===== config.mk =====
export PLATFORM = sky130hd
export DESIGN_NAME = rom_ctrl_kmac_packer_flat
export DESIGN_NICKNAME = d
export VERILOG_FILES = /design/src/rtl/rom_ctrl_kmac_packer_if.sv /design/src/rtl/rom_ctrl_kmac_packer.sv /design/src/flat_wrapper.sv
export SDC_FILE = /design/constraint.sdc
export NUM_CORES = 1
export LEC_CHECK = 0
export CAP_MARGIN = 20
export CELL_PAD_IN_SITES_DETAIL_PLACEMENT = 0
export CELL_PAD_IN_SITES_GLOBAL_PLACEMENT = 2
export CORE_MARGIN = 2
export CORE_UTILIZATION = 37
export CTS_CLUSTER_DIAMETER = 60
export CTS_CLUSTER_SIZE = 24
export DETAILED_ROUTE_END_ITERATION = 7
export DONT_BUFFER_PORTS = 1
export GPL_TIMING_DRIVEN = 0
export PLACE_DENSITY_LB_ADDON = 0.1
export SLEW_MARGIN = 20
export SYNTH_ARGS = -nofsm -noshare
export SYNTH_HDL_FRONTEND = slang
export SYNTH_SLANG_ARGS = --single-unit

===== constraint.sdc =====
create_clock -name clk_i -period 2.3 [get_ports clk_i]
set_input_delay 0.46 -clock clk_i [delete_from_list [all_inputs] [get_ports clk_i]]
set_output_delay 0.46 -clock clk_i [all_outputs]
set_load 0.02 [all_outputs]

===== src/rtl/rom_ctrl_kmac_packer_if.sv =====
// rtl/rom_ctrl_kmac_packer_if.sv - ROM word input and KMAC beat output handshake bundle
interface rom_ctrl_kmac_packer_if #(
  parameter int InW  = 32,
  parameter int OutW = 64
);
  logic              in_valid_i;
  logic [InW-1:0]    in_data_i;
  logic              in_last_i;
  logic              in_ready_o;
  logic              out_valid_o;
  logic [OutW-1:0]   out_data_o;
  logic [OutW/8-1:0] out_strb_o;
  logic              out_last_o;
  logic              out_ready_i;
  logic              done_o;
  logic              err_o;

  modport slave (
    input  in_valid_i, in_data_i, in_last_i, out_ready_i,
    output in_ready_o, out_valid_o, out_data_o, out_strb_o, out_last_o, done_o, err_o
  );

  modport master (
    output in_valid_i, in_data_i, in_last_i, out_ready_i,
    input  in_ready_o, out_valid_o, out_data_o, out_strb_o, out_last_o, done_o, err_o
  );
endinterface


===== src/rtl/rom_ctrl_kmac_packer.sv =====
// rtl/rom_ctrl_kmac_packer.sv - packs ROM words little-endian into strobed KMAC beats
module rom_ctrl_kmac_packer #(
  parameter int InW  = 32,
  parameter int OutW = 64
) (
  input logic                   clk_i,
  input logic                   rst_i,
  rom_ctrl_kmac_packer_if.slave bus
);
  localparam int N    = OutW / InW;
  localparam int CntW = (N > 1) ? $clog2(N) : 1;
  localparam int AccW = (N > 1) ? (N - 1) * InW : InW;
  localparam int InB  = InW / 8;
  localparam int OutB = OutW / 8;

  typedef enum logic [1:0] {
    StFill  = 2'd0,
    StDrain = 2'd1,
    StDone  = 2'd2
  } state_e;

  state_e          state_q, state_d;
  logic [CntW-1:0] cnt_q;
  logic [AccW-1:0] acc_q;
  logic [OutW-1:0] acc_ext;
  logic            out_valid_q;
  logic            out_last_q;
  logic [OutW-1:0] out_data_q;
  logic [OutB-1:0] out_strb_q;
  logic            err_q;

  logic            in_ready;
  logic            accept;
  logic            at_top;
  logic            complete;
  logic            out_hs;
  logic [OutW-1:0] beat_data;
  logic [OutB-1:0] beat_strb;

  assign in_ready = (state_q == StFill) && (!out_valid_q || bus.out_ready_i);
  assign accept   = bus.in_valid_i && in_ready;
  assign at_top   = (int'(cnt_q) == N - 1);
  assign complete = accept && (at_top || bus.in_last_i);
  assign out_hs   = out_valid_q && bus.out_ready_i;
  assign acc_ext  = OutW'(acc_q);

  // Slots below cnt come from the accumulator, slot cnt is the live word, the rest stay zero.
  always_comb begin
    beat_data = '0;
    beat_strb = '0;
    for (int k = 0; k < N; k++) begin
      if (k < int'(cnt_q)) begin
        beat_data[k*InW +: InW] = acc_ext[k*InW +: InW];
      end else if (k == int'(cnt_q)) begin
        beat_data[k*InW +: InW] = bus.in_data_i;
      end
      if (k <= int'(cnt_q)) begin
        beat_strb[k*InB +: InB] = '1;
      end
    end
  end

  always_ff @(posedge clk_i) begin
    if (rst_i || complete) begin
      cnt_q <= '0;
    end else if (accept) begin
      cnt_q <= cnt_q + CntW'(1);
    end
  end

  generate
    if (N > 1) begin : g_acc
      always_ff @(posedge clk_i) begin
        if (rst_i || complete) begin
          acc_q <= '0;
        end else if (accept) begin
          acc_q[int'(cnt_q)*InW +: InW] <= bus.in_data_i;
        end
      end
    end else begin : g_no_acc
      // A single-word beat never needs to hold partial data.
      assign acc_q = '0;
    end
  endgenerate

  always_ff @(posedge clk_i) begin
    if (rst_i) begin
      out_valid_q <= 1'b0;
      out_data_q  <= '0;
      out_strb_q  <= '0;
      out_last_q  <= 1'b0;
    end else if (complete) begin
      out_valid_q <= 1'b1;
      out_data_q  <= beat_data;
      out_strb_q  <= beat_strb;
      out_last_q  <= bus.in_last_i;
    end else if (out_hs) begin
      out_valid_q <= 1'b0;
    end
  end

  // Any word offered once the message has ended is a protocol violation.
  always_ff @(posedge clk_i) begin
    if (rst_i) begin
      err_q <= 1'b0;
    end else if (bus.in_valid_i && (state_q != StFill)) begin
      err_q <= 1'b1;
    end
  end

  always_ff @(posedge clk_i) begin
    if (rst_i) begin
      state_q <= StFill;
    end else begin
      state_q <= state_d;
    end
  end

  always_comb begin
    state_d = state_q;
    case (state_q)
      StFill: begin
        if (accept && bus.in_last_i) begin
          state_d = StDrain;
        end
      end
      StDrain: begin
        if (out_hs && out_last_q) begin
          state_d = StDone;
        end
      end
      StDone:  state_d = StDone;
      default: state_d = StFill;
    endcase
  end

  assign bus.in_ready_o  = in_ready;
  assign bus.out_valid_o = out_valid_q;
  assign bus.out_data_o  = out_data_q;
  assign bus.out_strb_o  = out_strb_q;
  assign bus.out_last_o  = out_last_q;
  assign bus.done_o      = (state_q == StDone);
  assign bus.err_o       = err_q;
endmodule

===== src/flat_wrapper.sv =====
// flat-port wrapper written by rule: the top's interface ports become plain ports
module rom_ctrl_kmac_packer_flat 
#(
  parameter int InW  = 32,
  parameter int OutW = 64
)
  (clk_i, rst_i, bus_in_valid_i, bus_in_data_i, bus_in_last_i, bus_out_ready_i, bus_in_ready_o, bus_out_valid_o, bus_out_data_o, bus_out_strb_o, bus_out_last_o, bus_done_o, bus_err_o);
  rom_ctrl_kmac_packer_if #(.InW(InW), .OutW(OutW)) bus_i ();
  input logic clk_i;
  input logic rst_i;
  input wire logic [$bits(bus_i.in_valid_i)-1:0] bus_in_valid_i;
  input wire logic [$bits(bus_i.in_data_i)-1:0] bus_in_data_i;
  input wire logic [$bits(bus_i.in_last_i)-1:0] bus_in_last_i;
  input wire logic [$bits(bus_i.out_ready_i)-1:0] bus_out_ready_i;
  output wire logic [$bits(bus_i.in_ready_o)-1:0] bus_in_ready_o;
  output wire logic [$bits(bus_i.out_valid_o)-1:0] bus_out_valid_o;
  output wire logic [$bits(bus_i.out_data_o)-1:0] bus_out_data_o;
  output wire logic [$bits(bus_i.out_strb_o)-1:0] bus_out_strb_o;
  output wire logic [$bits(bus_i.out_last_o)-1:0] bus_out_last_o;
  output wire logic [$bits(bus_i.done_o)-1:0] bus_done_o;
  output wire logic [$bits(bus_i.err_o)-1:0] bus_err_o;
  assign bus_i.in_valid_i = bus_in_valid_i;
  assign bus_i.in_data_i = bus_in_data_i;
  assign bus_i.in_last_i = bus_in_last_i;
  assign bus_i.out_ready_i = bus_out_ready_i;
  assign bus_in_ready_o = bus_i.in_ready_o;
  assign bus_out_valid_o = bus_i.out_valid_o;
  assign bus_out_data_o = bus_i.out_data_o;
  assign bus_out_strb_o = bus_i.out_strb_o;
  assign bus_out_last_o = bus_i.out_last_o;
  assign bus_done_o = bus_i.done_o;
  assign bus_err_o = bus_i.err_o;
  rom_ctrl_kmac_packer #(.InW(InW), .OutW(OutW)) u_core (.clk_i(clk_i), .rst_i(rst_i), .bus(bus_i));
endmodule

# Word level (Yosys, flattened, before mapping)
# Cells that the tools add are included.
[classes]
bitwise_logic = 0
reduce_logical = 15
multipliers = 0
n_lt_le_gt_ge = 2
n_mux = 10
n_shift = 2
div_mod_pow = 0
eq_ne = 4
addsub = 2
[ops]
columns = ["cell", "count"]
rows = [
  ["$mux 32", 3],
  ["$neg 6->33", 1],
  ["$shift 32x33->32 const A", 1],
  ["$shiftx 32x33->32", 1],
  ["$bwmux 32", 1],
  ["$logic_and 1x1->1", 7],
  ["$pmux 2 s3", 1],
  ["$mux 2", 2],
  ["$mux 4", 1],
  ["$reduce_bool 2->1", 2],
  ["$logic_or 1x1->1", 3],
  ["$eq 2x1->1 const B", 1],
  ["$eq 2x2->1 const B", 1],
  ["$logic_not 2->1", 1],
  ["$mux 1", 2],
  ["$ne 2x1->1 const B", 1],
  ["$ne 2x2->1 const B", 1],
  ["$reduce_and 2->1", 1],
  ["$add 1x1->1 const B", 1],
  ["$le 1x1->1 const A", 1],
  ["$logic_not 1->1", 1],
  ["$lt 1x1->1 const A", 1],
]
[totals]
reg_bits = 110
romBits = 0
ram_bits = 0
memories = 0
latchBits = 0

# Depth between registers and ports, before layout
# Gate-level depths: netlist of run 1.
[depth]
depth_word = 7
depth_mapped = 8

# Least setup slack after synthesis of run 1
# Ideal clock, no wire load.
[synth_timing]
kind = "reg-to-reg"
from = "register u_core.state_q[0]"
to = "register u_core.out_data_q[3] (netlist: u_core.bus.out_data_o[3])"
arrival_ns = 1.502
setup_time_ns = 0.143
setup_slack_ns = 0.655
path_stages_with_launch = 8
required_time_ns = 2.157
synth_period_minus_slack_ns = 1.645
path_cell_list = "dfxtp_1 inv_1 ha_1 inv_1 nor4b_4 buf_2 buf_2 a211oi_2"
[synth_between]
elab_chain_cells = 4
[synth_rtl]
columns = ["item", "line_no", "rtl"]
rows = [
  ["from (decl)", "rom_ctrl_kmac_packer.sv:22", "state_e state_q, state_d;"],
  ["from (signal assigned)", "rom_ctrl_kmac_packer.sv:113", "state_q <= StFill;"],
  ["from (signal assigned)", "rom_ctrl_kmac_packer.sv:115", "state_q <= state_d;"],
  ["$logic_not 2->1", "rom_ctrl_kmac_packer.sv:40", "assign in_ready = (state_q == StFill) && (!out_valid_q || bus.out_ready_i);"],
  ["$logic_and 1x1->1", "rom_ctrl_kmac_packer.sv:40", ""],
  ["$logic_and 1x1->1", "rom_ctrl_kmac_packer.sv:41", "assign accept = bus.in_valid_i && in_ready;"],
  ["$logic_and 1x1->1", "rom_ctrl_kmac_packer.sv:43", "assign complete = accept && (at_top || bus.in_last_i);"],
  ["to (signal assigned)", "rom_ctrl_kmac_packer.sv:94", "out_data_q <= beat_data;"],
  ["to (decl)", "rom_ctrl_kmac_packer.sv:28", "logic [OutW-1:0] out_data_q;"],
]
# No other way between the ends.
# A chain may end at the register's enable or synchronous reset.

# Worst setup path after layout of run 1
[layout_timing]
from = "register u_core.state_q[0]"
to = "register u_core.out_data_q[12] (netlist: u_core.bus.out_data_o[12])"
# Same word-level chain as after synthesis.

==> results of run 1 <==
Yosys cell counts:
cell / n
nand4_1: 1
a211oi_2: 10
mux2i_1: 33
nand3_1: 33
nor3_1: 1
nor2b_1: 1
buf_4: 7
nand3b_1: 1
a21oi_1: 3
buf_1: 2
dfxtp_1: 104
and2_1: 1
inv_1: 3
buf_6: 1
buf_2: 18
a22o_1: 32
o21ai_0: 33
and3_1: 2
nand2b_1: 1
a31oi_1: 2
clkinv_1: 1
a211oi_1: 23
nor4b_4: 1
nand2_1: 35
ha_1: 3
nor2_1: 41
a31o_2: 1
clkbuf_1: 14
layer usage:
| metal | GRT usage, % | vias to the layer above | share of wire (%) |
|---|---|---|---|
| met5 | 0 | - | 0 |
| met4 | 6.87 | 0 | 1.2 |
| met3 | 5.81 | 9 | 7.3 |
| met2 | 28.4 | 89 | 44 |
| met1 | 26.7 | 1460 | 47 |
| li1 | - | 1465 | - |
power breakdown:
| group | switching [µW] | internal (µW) | total (µW) |
|---|---|---|---|
| combinational | 345 | 191 | 535 |
| sequential | 189 | 1930 | 2120 |
| clock | 626 | 623 | 1250 |
placed cells by master, fill, tap and decap left out, types with 3 or more instances in the layout:
| cell | netlist | routed |
|---|---|---|
| nand2_1 | 35 | 35 |
| clkbuf_1 | 14 | 15 |
| a21oi_1 | 3 | 3 |
| mux2i_1 | 33 | 33 |
| clkbuf_8 | 0 | 13 |
| buf_2 | 18 | 18 |
| a211oi_1 | 23 | 23 |
| inv_1 | 3 | 3 |
| a211oi_2 | 10 | 10 |
| dfxtp_1 | 104 | 104 |
| a22o_1 | 32 | 32 |
| o21ai_0 | 33 | 33 |
| nand3_1 | 33 | 33 |
| nor2_1 | 41 | 41 |
| buf_4 | 7 | 7 |
| ha_1 | 3 | 3 |
registers in the layout, summed over array words and instances, names as in the netlist:
name and flops:
u_core.bus.out_data_o 64, u_core.at_top 1, u_core.bus.out_strb_o 2, u_core.bus.out_last_o 1, u_core.acc_q 32, u_core.state_q 2, u_core.bus.out_valid_o 1, u_core.bus.err_o 1
area by class of cell:
class                   count  area (µm²)  share of cell area, %
inverters                   4        15.0                  0.344
clock inverters             2        35.0                  0.802
well taps                 136         170                   3.89
plain buffers              42         214                   4.90
flip-flops and latches    104        2080                   47.6
multi-input cells         258        1670                   38.2
clock buffers              14         183                   4.18
per-stage QoR:
| step | worst slack [ns] | hold slack, ns | util, % | cell area (µm²) | cells |
|---|---|---|---|---|---|
| after floorplan | 0.655 | 0.436 | - | 3980 | 408 |
| after global placement | 0.272 | 0.444 | 40.0 | 4150 | 544 |
| after detailed placement | 0.258 | 0.452 | 40.0 | 4150 | 544 |
| after CTS | 0.235 | 0.199 | 42.1 | 4370 | 560 |
| after global routing | 0.0655 | 0.195 | 42.1 | 4370 | 560 |
| final | 0.265 | 0.212 | 42.1 | 4370 | 560 |
critical path, stage by stage, from the launching register on:
cell and delay, ns:
dfxtp_1 0.34, inv_1 0.08, ha_1 0.18, inv_1 0.13
nor4b_4 0.39, buf_2 0.31, buf_2 0.33, a211oi_1 0.11
kinds of logic (layout without fill, tap and decap cells):
| group | count (synthesis) | in the layout | share of synthesized area (%) |
|---|---|---|---|
| and+or+nand+nor | 118 | 118 | 13.2 |
| muxes | 33 | 33 | 8.29 |
| buffers and inverters | 46 | 62 | 5.75 |
| adders and majority gates | 3 | 3 | 0.943 |
| DFF | 104 | 104 | 52.3 |
| AOI/OAI and AO/OA | 104 | 104 | 19.6 |
worst min path at each step:
stage / startpoint / endpoint / slack, ns / cells after the start
4_1_cts: bus_in_data_i[24] / u_core.bus.out_data_o[56]$_SDFFE_PP0P_ / 0.20 / 1
3_5_place_dp: u_core.acc_q[20]$_SDFFE_PP0P_ / u_core.acc_q[20]$_SDFFE_PP0P_ / 0.45 / 2
6_report: bus_in_data_i[24] / u_core.bus.out_data_o[56]$_SDFFE_PP0P_ / 0.21 / 1
5_1_grt: bus_in_data_i[26] / u_core.bus.out_data_o[58]$_SDFFE_PP0P_ / 0.19 / 1
3_3_place_gp: u_core.acc_q[16]$_SDFFE_PP0P_ / u_core.acc_q[16]$_SDFFE_PP0P_ / 0.44 / 2
2_1_floorplan: u_core.acc_q[0]$_SDFFE_PP0P_ / u_core.acc_q[0]$_SDFFE_PP0P_ / 0.44 / 2
==> metrics.log, run 1 <==
INFO  metric place_hpwl = 7370 µm
INFO  metric yosys_reg_bits = 104
INFO  metric fraction_of_post_synthesis_cell_area_in_the_top_cell_type_by_area = 52.3%
INFO  metric top_level_ports = 114
INFO  metric drv.max_cap_violation_count = 0
INFO  metric worstSetupEndpoint = u_core.bus.out_data_o[12]$_SDFFE_PP0P_
INFO  metric regToRegEndpoint = u_core.bus.out_data_o[12]$_SDFFE_PP0P_
INFO  metric number_of_global_route_vias_before_repair = 2998
INFO  metric clock_sinks = 104
INFO  metric initial_drc_count = 175
INFO  metric grt_pass1_wl = 17000 µm
INFO  metric yosysWarnings = 0
INFO  metric ir_drop_worst_vdd = 0.345 mV
INFO  metric port_buffers = 0
INFO  metric tritoncts = done
INFO  metric yosys-top-cells-area = dfxtp_1 (52%), mux2i_1 (8.3%), a22o_1 (7.0%)
INFO  metric syn_area = 3980 µm²
INFO  metric count_of_instances_resized_after_the_clock_tree_is_built = 0
INFO  metric period_share = 88.5%
INFO  metric drive_gt1_share = 12.5%
INFO  metric grt_setup_unrepaired = no
INFO  metric finalWeightedCongestion = 0.748
INFO  metric yosys.area.top_type = dfxtp_1
INFO  metric vias_per_cell = 5.40
INFO  metric design.core.area = 10400 µm²
INFO  metric worst_slew_margin_rel = 49.7%
INFO  metric cts_hold_repair_buffers = 0
INFO  metric run_status = finished clean
INFO  metric timing.critical_path.to_type = register
INFO  metric hold_violations = 0
INFO  metric postSynthCellCount = 408
INFO  metric max_clock_freq = 491 MHz
INFO  metric power-per-cell-area = 892 nW/µm²
INFO  metric die_x = 108 µm
INFO  metric die_y = 108 µm
INFO  metric critical_path_origin = u_core.state_q[0]$_SDFFE_PP0P_
INFO  metric tritoncts.num_buffers = 9
INFO  metric synth_area_per_cell = 9.76 µm²
INFO  metric p_leak = 0.00157 µW
INFO  metric reg2reg_slack = 0.27 ns
INFO  metric groute.usage.overall = 19.3%
INFO  metric start_kind = register
INFO  metric timing.critical_path.fanout_max = 10
INFO  metric antennaDiodeCount = 0
INFO  metric totalNegativeSetupSlack = 0 ns
INFO  metric dr.pass1.iters = 6
INFO  metric worst_tran_pin_value = 0.755 ns
INFO  metric r2r.worst_path.cells = 7
INFO  metric min_path_type = in2reg
INFO  metric drc = 0
INFO  metric route.vias.total = 3023
INFO  metric detail_route_antenna_nets = 0
INFO  metric clk_slew_on_worst_s_h_paths = 0.10 ns
INFO  metric cts_htree_levels = 3
INFO  metric setup_violation_total_in_the_final_timing_report = 0
INFO  metric period_needed = 2.03 ns
INFO  metric synth_fp_nets = 448
INFO  metric total_of_fill_cells_in_the_finished_design = 1082
INFO  metric r2r-start = u_core.state_q[0]$_SDFFE_PP0P_
INFO  metric required = 2.53 ns
INFO  metric antenna_found_initial = 0
INFO  metric initial_core_util = 38.4%
INFO  metric die-area = 11600 µm²
INFO  metric postCtsSetupBuffers = 0
INFO  metric grt.overflow.total = 0
INFO  metric row_count = 37
INFO  metric grt_start_max_net_pins = 16
INFO  metric finClkSkew = 0.0121 ns
INFO  metric post_layout_nets = 459
INFO  metric insertion_delay = 0.37 ns
INFO  metric timing.critical_path.arrival = 2.26 ns
INFO  metric clockRootBuffer = clkbuf_8
INFO  metric fin_total_pwr = 3900 µW
INFO  metric area_growth_syn_to_layout = 9.74%
INFO  metric yosysSeqAreaShare = 52.3%
INFO  metric max_clock_buf_depth = 2
INFO  metric synthDistinctLibCells = 28
INFO  metric crit_type = reg2reg
INFO  metric drt-total-wl = 10700 µm
INFO  metric post_drt_wl_per_cell = 19.2 µm
INFO  metric timing_max_transition_violations_final = 0
(Power assumes the default switching activity.)
==> run 2, diff against run 1 <==
- BUFFER_PORTS_ARGS: unset -> -buffer_cell sky130_fd_sc_hd__buf_4
- CORE_UTILIZATION: 37 -> 31
- DONT_BUFFER_PORTS: 1 -> unset
==> run 2 against run 1 <==
Count of clock-buffer cells in the layout did not move. Utilization rose by 0.62 points. Largest power group unchanged. Routed wire length rose by 4.9%. Register-to-register slack improved by 0.04 ns. Cell area rose by 23%. First-iteration DRC count rose by 43%. Global-route usage fell by 2.6 points. Critical path depth did not move. Non-clock buffer count rose by 112. Final cell count rose by 27%. Power rose by 17%. Flip-flop and latch count did not move.
==> metrics.log, run 2 (synthesis results as in run 1) <==
INFO  metric setup_violation_total_in_the_final_timing_report = 0 (unchanged)
INFO  metric power-per-cell-area = 848 nW/µm² (-4.9%)
INFO  metric insertion_delay = 0.35 ns (-0.02 ns)
INFO  metric tritoncts = done
INFO  metric die_x = 117 µm (+8.9%)
INFO  metric reg2reg_slack = 0.31 ns (+0.04 ns)
INFO  metric grt_setup_unrepaired = no
INFO  metric finClkSkew = 0.00385 ns (-0.00823 ns)
INFO  metric drive_gt1_share = 30.6% (+18 points)
INFO  metric tritoncts.num_buffers = 9 (unchanged)
INFO  metric finalInstanceArea = 5380 µm² (+23%)
INFO  metric path_cells = inv_1 > ha_1 > inv_1 > nor4b_4 > buf_2 > buf_2 > a211oi_2
INFO  metric hold_violations = 0 (unchanged)
INFO  metric grt.overflow.total = 0 (unchanged)
INFO  metric place_hpwl = 7910 µm (+7.3%)
INFO  metric post_drt_wl_per_cell = 15.9 µm (-17%)
INFO  metric initial_drc_count = 251 (+43%)
INFO  metric count_of_instances_resized_after_the_clock_tree_is_built = 0 (unchanged)
INFO  metric grt_start_max_net_pins = 16 (unchanged)
INFO  metric area_growth_syn_to_layout = 35.0%
INFO  metric groute.usage.overall = 16.7% (-2.6 points)
INFO  metric finalHoldWorstSlack = 0.344 ns (+0.132 ns)
INFO  metric drc = 0 (unchanged)
INFO  metric detail_route_antenna_nets = 0 (unchanged)
INFO  metric largest_reg_flops = 64 (unchanged)
INFO  metric post_layout_nets = 571 (+24%)
INFO  metric design.core.area = 12600 µm² (+21%)
INFO  metric antenna_found_initial = 1 (+1)
INFO  metric multi_input_area = 1670 µm² (unchanged)
INFO  metric fin_ws = 0.306 ns (+0.0404 ns)
INFO  metric max_clock_freq = 501 MHz (+2.0%)
INFO  metric timing.critical_path.fanout_max = 10 (unchanged)
INFO  metric min_path_type = in2reg
INFO  metric die-area = 13800 µm² (+19%)
INFO  metric total_of_fill_cells_in_the_finished_design = 1292 (+19%)
INFO  metric pre_cts_ws = 0.228 ns (-0.0294 ns)
INFO  metric crit_type = reg2reg
INFO  metric vias_per_cell = 4.75 (-12%)
INFO  metric row_count = 41 (+11%)
INFO  metric dr.pass1.iters = 4 (-2)
INFO  metric postCtsSetupBuffers = 0 (unchanged)
INFO  metric totalNegativeSetupSlack = 0 ns (unchanged)
INFO  metric number_of_global_route_vias_before_repair = 3262 (+8.8%)
INFO  metric clockRootBuffer = clkbuf_16
INFO  metric ir_drop_worst_vdd = 0.362 mV (+5.1%)
INFO  metric initial_core_util = 31.7% (-6.7 points)
INFO  metric required = 2.50 ns (-0.03 ns)
INFO  metric critical-path-top-delay-family = buffers and inverters
INFO  metric timing.critical_path.arrival = 2.20 ns (-0.06 ns)
INFO  metric port_buffers = 112 (+112)
INFO  metric mostFrequentLayoutCell = buf_4
INFO  metric utilization = 42.8% (+0.62 points)
INFO  metric worst_path_largest_cell_delay = 0.37 ns (-0.02 ns)
INFO  metric critPathBufInv = 4 (unchanged)
INFO  metric route.vias.total = 3370 (+11%)
INFO  metric max_clock_buf_depth = 2 (unchanged)
INFO  metric r2r-start = u_core.state_q[0]$_SDFFE_PP0P_
INFO  metric p_leak = 0.00220 µW (+40%)
INFO  metric timing_max_transition_violations_final = 0 (unchanged)
INFO  metric worst_tran_pin_value = 0.698 ns (-0.0569 ns)
INFO  metric cts_htree_levels = 3 (unchanged)
INFO  metric critical_path_origin = u_core.state_q[0]$_SDFFE_PP0P_
INFO  metric sequential_cell_area = 2080 µm² (unchanged)
INFO  metric worst_slew_margin_rel = 53.5% (+3.8 points)
INFO  metric cts_hold_repair_buffers = 0 (unchanged)
INFO  metric die_y = 117 µm (+8.9%)
INFO  metric placement.cell_area = 5040 µm² (+21%)
INFO  metric finalWeightedCongestion = 0.703 (-6.0%)
INFO  metric period_needed = 1.99 ns (-0.0404 ns)
INFO  metric drt-total-wl = 11300 µm (+4.9%)
INFO  metric period_share = 86.7% (-1.8 points)
INFO  metric grt_pass1_wl = 18000 µm (+6.2%)
INFO  metric clock_sinks = 104 (unchanged)
INFO  metric drv.max_cap_violation_count = 0 (unchanged)
INFO  metric timing.critical_path.to_type = register
INFO  metric top_level_ports = 114 (unchanged)
INFO  metric mostFrequentLayoutCells = buf_4 (119), dfxtp_1 (104), nor2_1 (41), nand2_1 (35)
INFO  metric clk_slew_on_worst_s_h_paths = 0.07 ns (-0.03 ns)
INFO  metric cp_max_stage_cell = nor4b_4
INFO  metric timing.hold.worst.start = bus_in_data_i[3]
INFO  metric run_status = finished clean
INFO  metric start_kind = register
## run 2: power breakdown
| part | internal (µW) | total (µW) | switching, µW |
|---|---|---|---|
| Clock | 1040 | 1700 | 654 |
| Combinational | 349 | 866 | 517 |
| Sequential | 1930 | 2000 | 69.1 |
## run 2: per-layer routing
metal / wire length (µm) / vias to the layer above / track usage (%)
met2: 5110 / 86 / 25.2
met4: 65 / 0 / 4.07
li1: - / 1688 / -
met1: 5460 / 1591 / 22.9
met5: 0 / - / 0
met3: 646 / 5 / 5.93
## run 2: layout make-up
class                           instances  area share (%)
Antenna cell                            1          0.0466
Buffer                                 42            3.98
Clock buffer                           14            5.10
Clock inverter                          2            1.12
Inverter                                4           0.279
Multi-Input combinational cell        258            31.1
Sequential cell                       104            38.7
Tap cell                              172            4.00
Timing Repair Buffer                  112            15.6
## run 2: path summary, 6_finish.rpt
path / endpoint / depth (start not counted)
setup / recovery: u_core.bus.out_data_o[6]$_SDFFE_PP0P_ / 7
hold reg to reg: u_core.acc_q[4]$_SDFFE_PP0P_ / 2
hold / removal: u_core.acc_q[3]$_SDFFE_PP0P_ / 3
setup reg to reg: u_core.bus.out_data_o[6]$_SDFFE_PP0P_ / 7
## run 2: metrics by stage
stage | total power, µW | instances
global route | 4790 | 708
finish | 4560 | 709
detailed placement | 2910 | 692
CTS | 4640 | 708
global placement | 2910 | 692
floorplan | 2550 | 408
## run 2: worst min-delay path, cell delays in order
cell     delay [ns]
buf_4          0.09
nand3_1        0.05
o21ai_0        0.06
==> run 3, diff against run 2 <==
- CORE_UTILIZATION: 31 -> 33
- MAX_ROUTING_LAYER: unset -> met4
- clock period: 2.3 -> 2.42 ns (I/O delays scaled with it)
==> run 3 against run 2 <==
Critical path depth did not move. Final cell count down 3.9%. Power is 4.6% lower. Sequential power decreased by 5%. Largest cell class unchanged. Count of clock-buffer cells in the layout decreased by 4.
==> metrics.log, run 3 (synthesis results as in run 1) <==
INFO  metric timing.critical_path.to_type = register
INFO  metric area_growth_syn_to_layout = 33.9%
INFO  metric mostFrequentLayoutCells = buf_4 (119), dfxtp_1 (104), nor2_1 (41), nand2_1 (35)
INFO  metric worst_path_largest_cell_delay = 0.37 ns (about the same)
INFO  metric die-area = 13000 µm² (-5.9%)
INFO  metric path_cells = inv_1 > ha_1 > inv_1 > nor4b_4 > buf_2 > buf_2 > a211oi_2
INFO  metric critPathBufInv = 4 (unchanged)
INFO  metric timing_max_transition_violations_final = 0 (unchanged)
INFO  metric insertion_delay = 0.34 ns (about the same)
INFO  metric initial_drc_count = 129 (-49%)
INFO  metric route.vias.total = 3397 (+0.80%)
INFO  metric die_y = 114 µm (-3.0%)
INFO  metric required = 2.62 ns (+0.12 ns)
INFO  metric hold_violations = 0 (unchanged)
INFO  metric post_layout_nets = 571 (unchanged)
INFO  metric design.core.area = 11900 µm² (-5.2%)
INFO  metric clockRootBuffer = clkbuf_16
INFO  metric timing.critical_path.fanout_max = 10 (unchanged)
INFO  metric totalNegativeSetupSlack = 0 ns (unchanged)
INFO  metric max_clock_freq = 499 MHz (-0.51%)
INFO  metric detail_route_antenna_nets = 0 (unchanged)
INFO  metric cts_htree_levels = 3 (unchanged)
INFO  metric place_hpwl = 7810 µm (-1.2%)
INFO  metric antennaDiodeCount = 0 (-1)
INFO  metric crit_type = reg2reg
INFO  metric period_needed = 2.00 ns (+0.0102 ns)
INFO  metric finalHoldWorstSlack = 0.372 ns (+0.0282 ns)
INFO  metric antenna_found_initial = 0 (-1)
INFO  metric number_of_global_route_vias_before_repair = 3298 (+1.1%)
INFO  metric tritoncts.num_buffers = 9 (unchanged)
INFO  metric finish.cell_count_without_fillers = 681 (-3.9%)
INFO  metric post_drt_wl_per_cell = 16.5 µm (+3.7%)
INFO  metric count_of_instances_resized_after_the_clock_tree_is_built = 0 (unchanged)
INFO  metric pre_cts_ws = 0.349 ns (+0.121 ns)
INFO  metric start_kind = register
INFO  metric placement.cell_area = 5010 µm² (-0.62%)
INFO  metric timing.critical_path.arrival = 2.20 ns (about the same)
INFO  metric vias_per_cell = 4.99 (+4.9%)
INFO  metric cp.depth = 7 (unchanged)
INFO  metric period_share = 82.8% (-3.9 points)
INFO  metric worst_slew_margin_rel = 51.2% (-2.3 points)
INFO  metric tritoncts = done
INFO  metric finClkSkew = 0.00544 ns (+0.00159 ns)
INFO  metric finalWeightedCongestion = 0.705 (+0.20%)
INFO  metric clk_slew_on_worst_s_h_paths = 0.07 ns (about the same)
INFO  metric setup_violation_total_in_the_final_timing_report = 0 (unchanged)
INFO  metric drv.max_cap_violation_count = 0 (unchanged)
INFO  metric drive_gt1_share = 30.5% (-0.073 points)
INFO  metric grt_pass1_wl = 18100 µm (+0.30%)
INFO  metric row_count = 40 (-2.4%)
INFO  metric initial_core_util = 33.4% (+1.7 points)
INFO  metric grt.overflow.total = 0 (unchanged)
INFO  metric dr.pass1.iters = 4 (unchanged)
INFO  metric clock_sinks = 104 (unchanged)
INFO  metric total_of_fill_cells_in_the_finished_design = 1205 (-6.7%)
INFO  metric worst_tran_pin_value = 0.732 ns (+0.0338 ns)
INFO  metric postCtsSetupBuffers = 0 (unchanged)
INFO  metric placed_cells = 667 (-3.6%)
INFO  metric finalInstanceArea = 5330 µm² (-0.81%)
INFO  metric die_x = 114 µm (-3.0%)
INFO  metric drc = 0 (unchanged)
INFO  metric min_path_type = in2reg
INFO  metric r2r.worst_path.cells = 7 (unchanged)
INFO  metric mostFrequentLayoutCell = buf_4
INFO  metric max_clock_buf_depth = 2 (unchanged)
INFO  metric critical-path-top-delay-family = buffers and inverters
INFO  metric largest_reg_flops = 64 (unchanged)
INFO  metric timing.hold.worst_path_depth = 3 (unchanged)
INFO  metric grt_setup_unrepaired = no
INFO  metric fin_ws = 0.415 ns (+0.110 ns)
INFO  metric cts_hold_repair_buffers = 0 (unchanged)
INFO  metric top_level_ports = 114 (unchanged)
INFO  metric groute.usage.overall = 18.6% (+1.9 points)
INFO  metric port_buffers = 112 (unchanged)
INFO  metric p_leak = 0.00219 µW (-0.21%)
INFO  metric power-per-cell-area = 816 nW/µm² (-3.8%)
INFO  metric run_status = finished clean
INFO  metric cp_max_stage_cell = nor4b_4
INFO  metric ir_drop_worst_vdd = 0.308 mV (-15%)
INFO  metric drt-total-wl = 11200 µm (-0.40%)
INFO  metric grt_start_max_net_pins = 16 (unchanged)
## run 3: cell types whose count changed in the layout (fill, tap and decap cells not counted)
| cell | delta |
|---|---|
| bufinv_16 | +1 |
| clkbuf_1 | -1 |
| clkbuf_8 | -3 |
| clkinv_2 | +1 |
| diode_2 | -1 |
## run 3: worst reg2reg max path, stage by stage (launching register included)
cell and delay, ns:
dfxtp_1 0.33, inv_1 0.08, ha_1 0.20, inv_1 0.13, nor4b_4 0.37, buf_2 0.29
buf_2 0.33, a211oi_2 0.12
## run 3: path summary, 6_finish.rpt
check / end / start / slack (ns)
worst min register to register: u_core.acc_q[8]$_SDFFE_PP0P_ / u_core.acc_q[8]$_SDFFE_PP0P_ / 0.46
worst min-delay path: u_core.acc_q[26]$_SDFFE_PP0P_ / bus_in_data_i[26] / 0.37
worst max register to register: u_core.bus.out_data_o[4]$_SDFFE_PP0P_ / u_core.state_q[0]$_SDFFE_PP0P_ / 0.42
worst max-delay path: u_core.bus.out_data_o[4]$_SDFFE_PP0P_ / u_core.state_q[0]$_SDFFE_PP0P_ / 0.42
## run 3: where the power goes
part           internal (µW)  total, µW  leakage (µW)  switching (µW)
registers               1830       1900      0.000848            67.4
logic                    331        821       0.00119             490
clock network            999       1630      0.000158             630
## run 3: layout make-up
cell class	instances	area, µm²	area share (%)
Sequential cell	104	2080	39.1
Multi-Input combinational cell	258	1670	31.4
Timing Repair Buffer	112	841	15.8
Clock buffer	10	229	4.29
Buffer	42	214	4.01
Tap cell	147	184	3.45
Clock inverter	4	95.1	1.78
Inverter	4	15.0	0.282
## run 3: routing by layer
layer	track usage (%)	vias up	share of wire, %
met3	3.40	13	4.8
met1	25.5	1610	48
li1	-	1689	-
met2	27.7	85	46
met5	-	-	0
met4	6.34	0	1.5
## run 3: stage by stage
step / total power [µW] / utilization (%)
final: 4350 / 44.8
after global routing: 4560 / 44.8
after CTS: 4390 / 44.8
after detailed placement: 2770 / 42.0
after global placement: 2760 / 42.0
after floorplan: 2420 / -
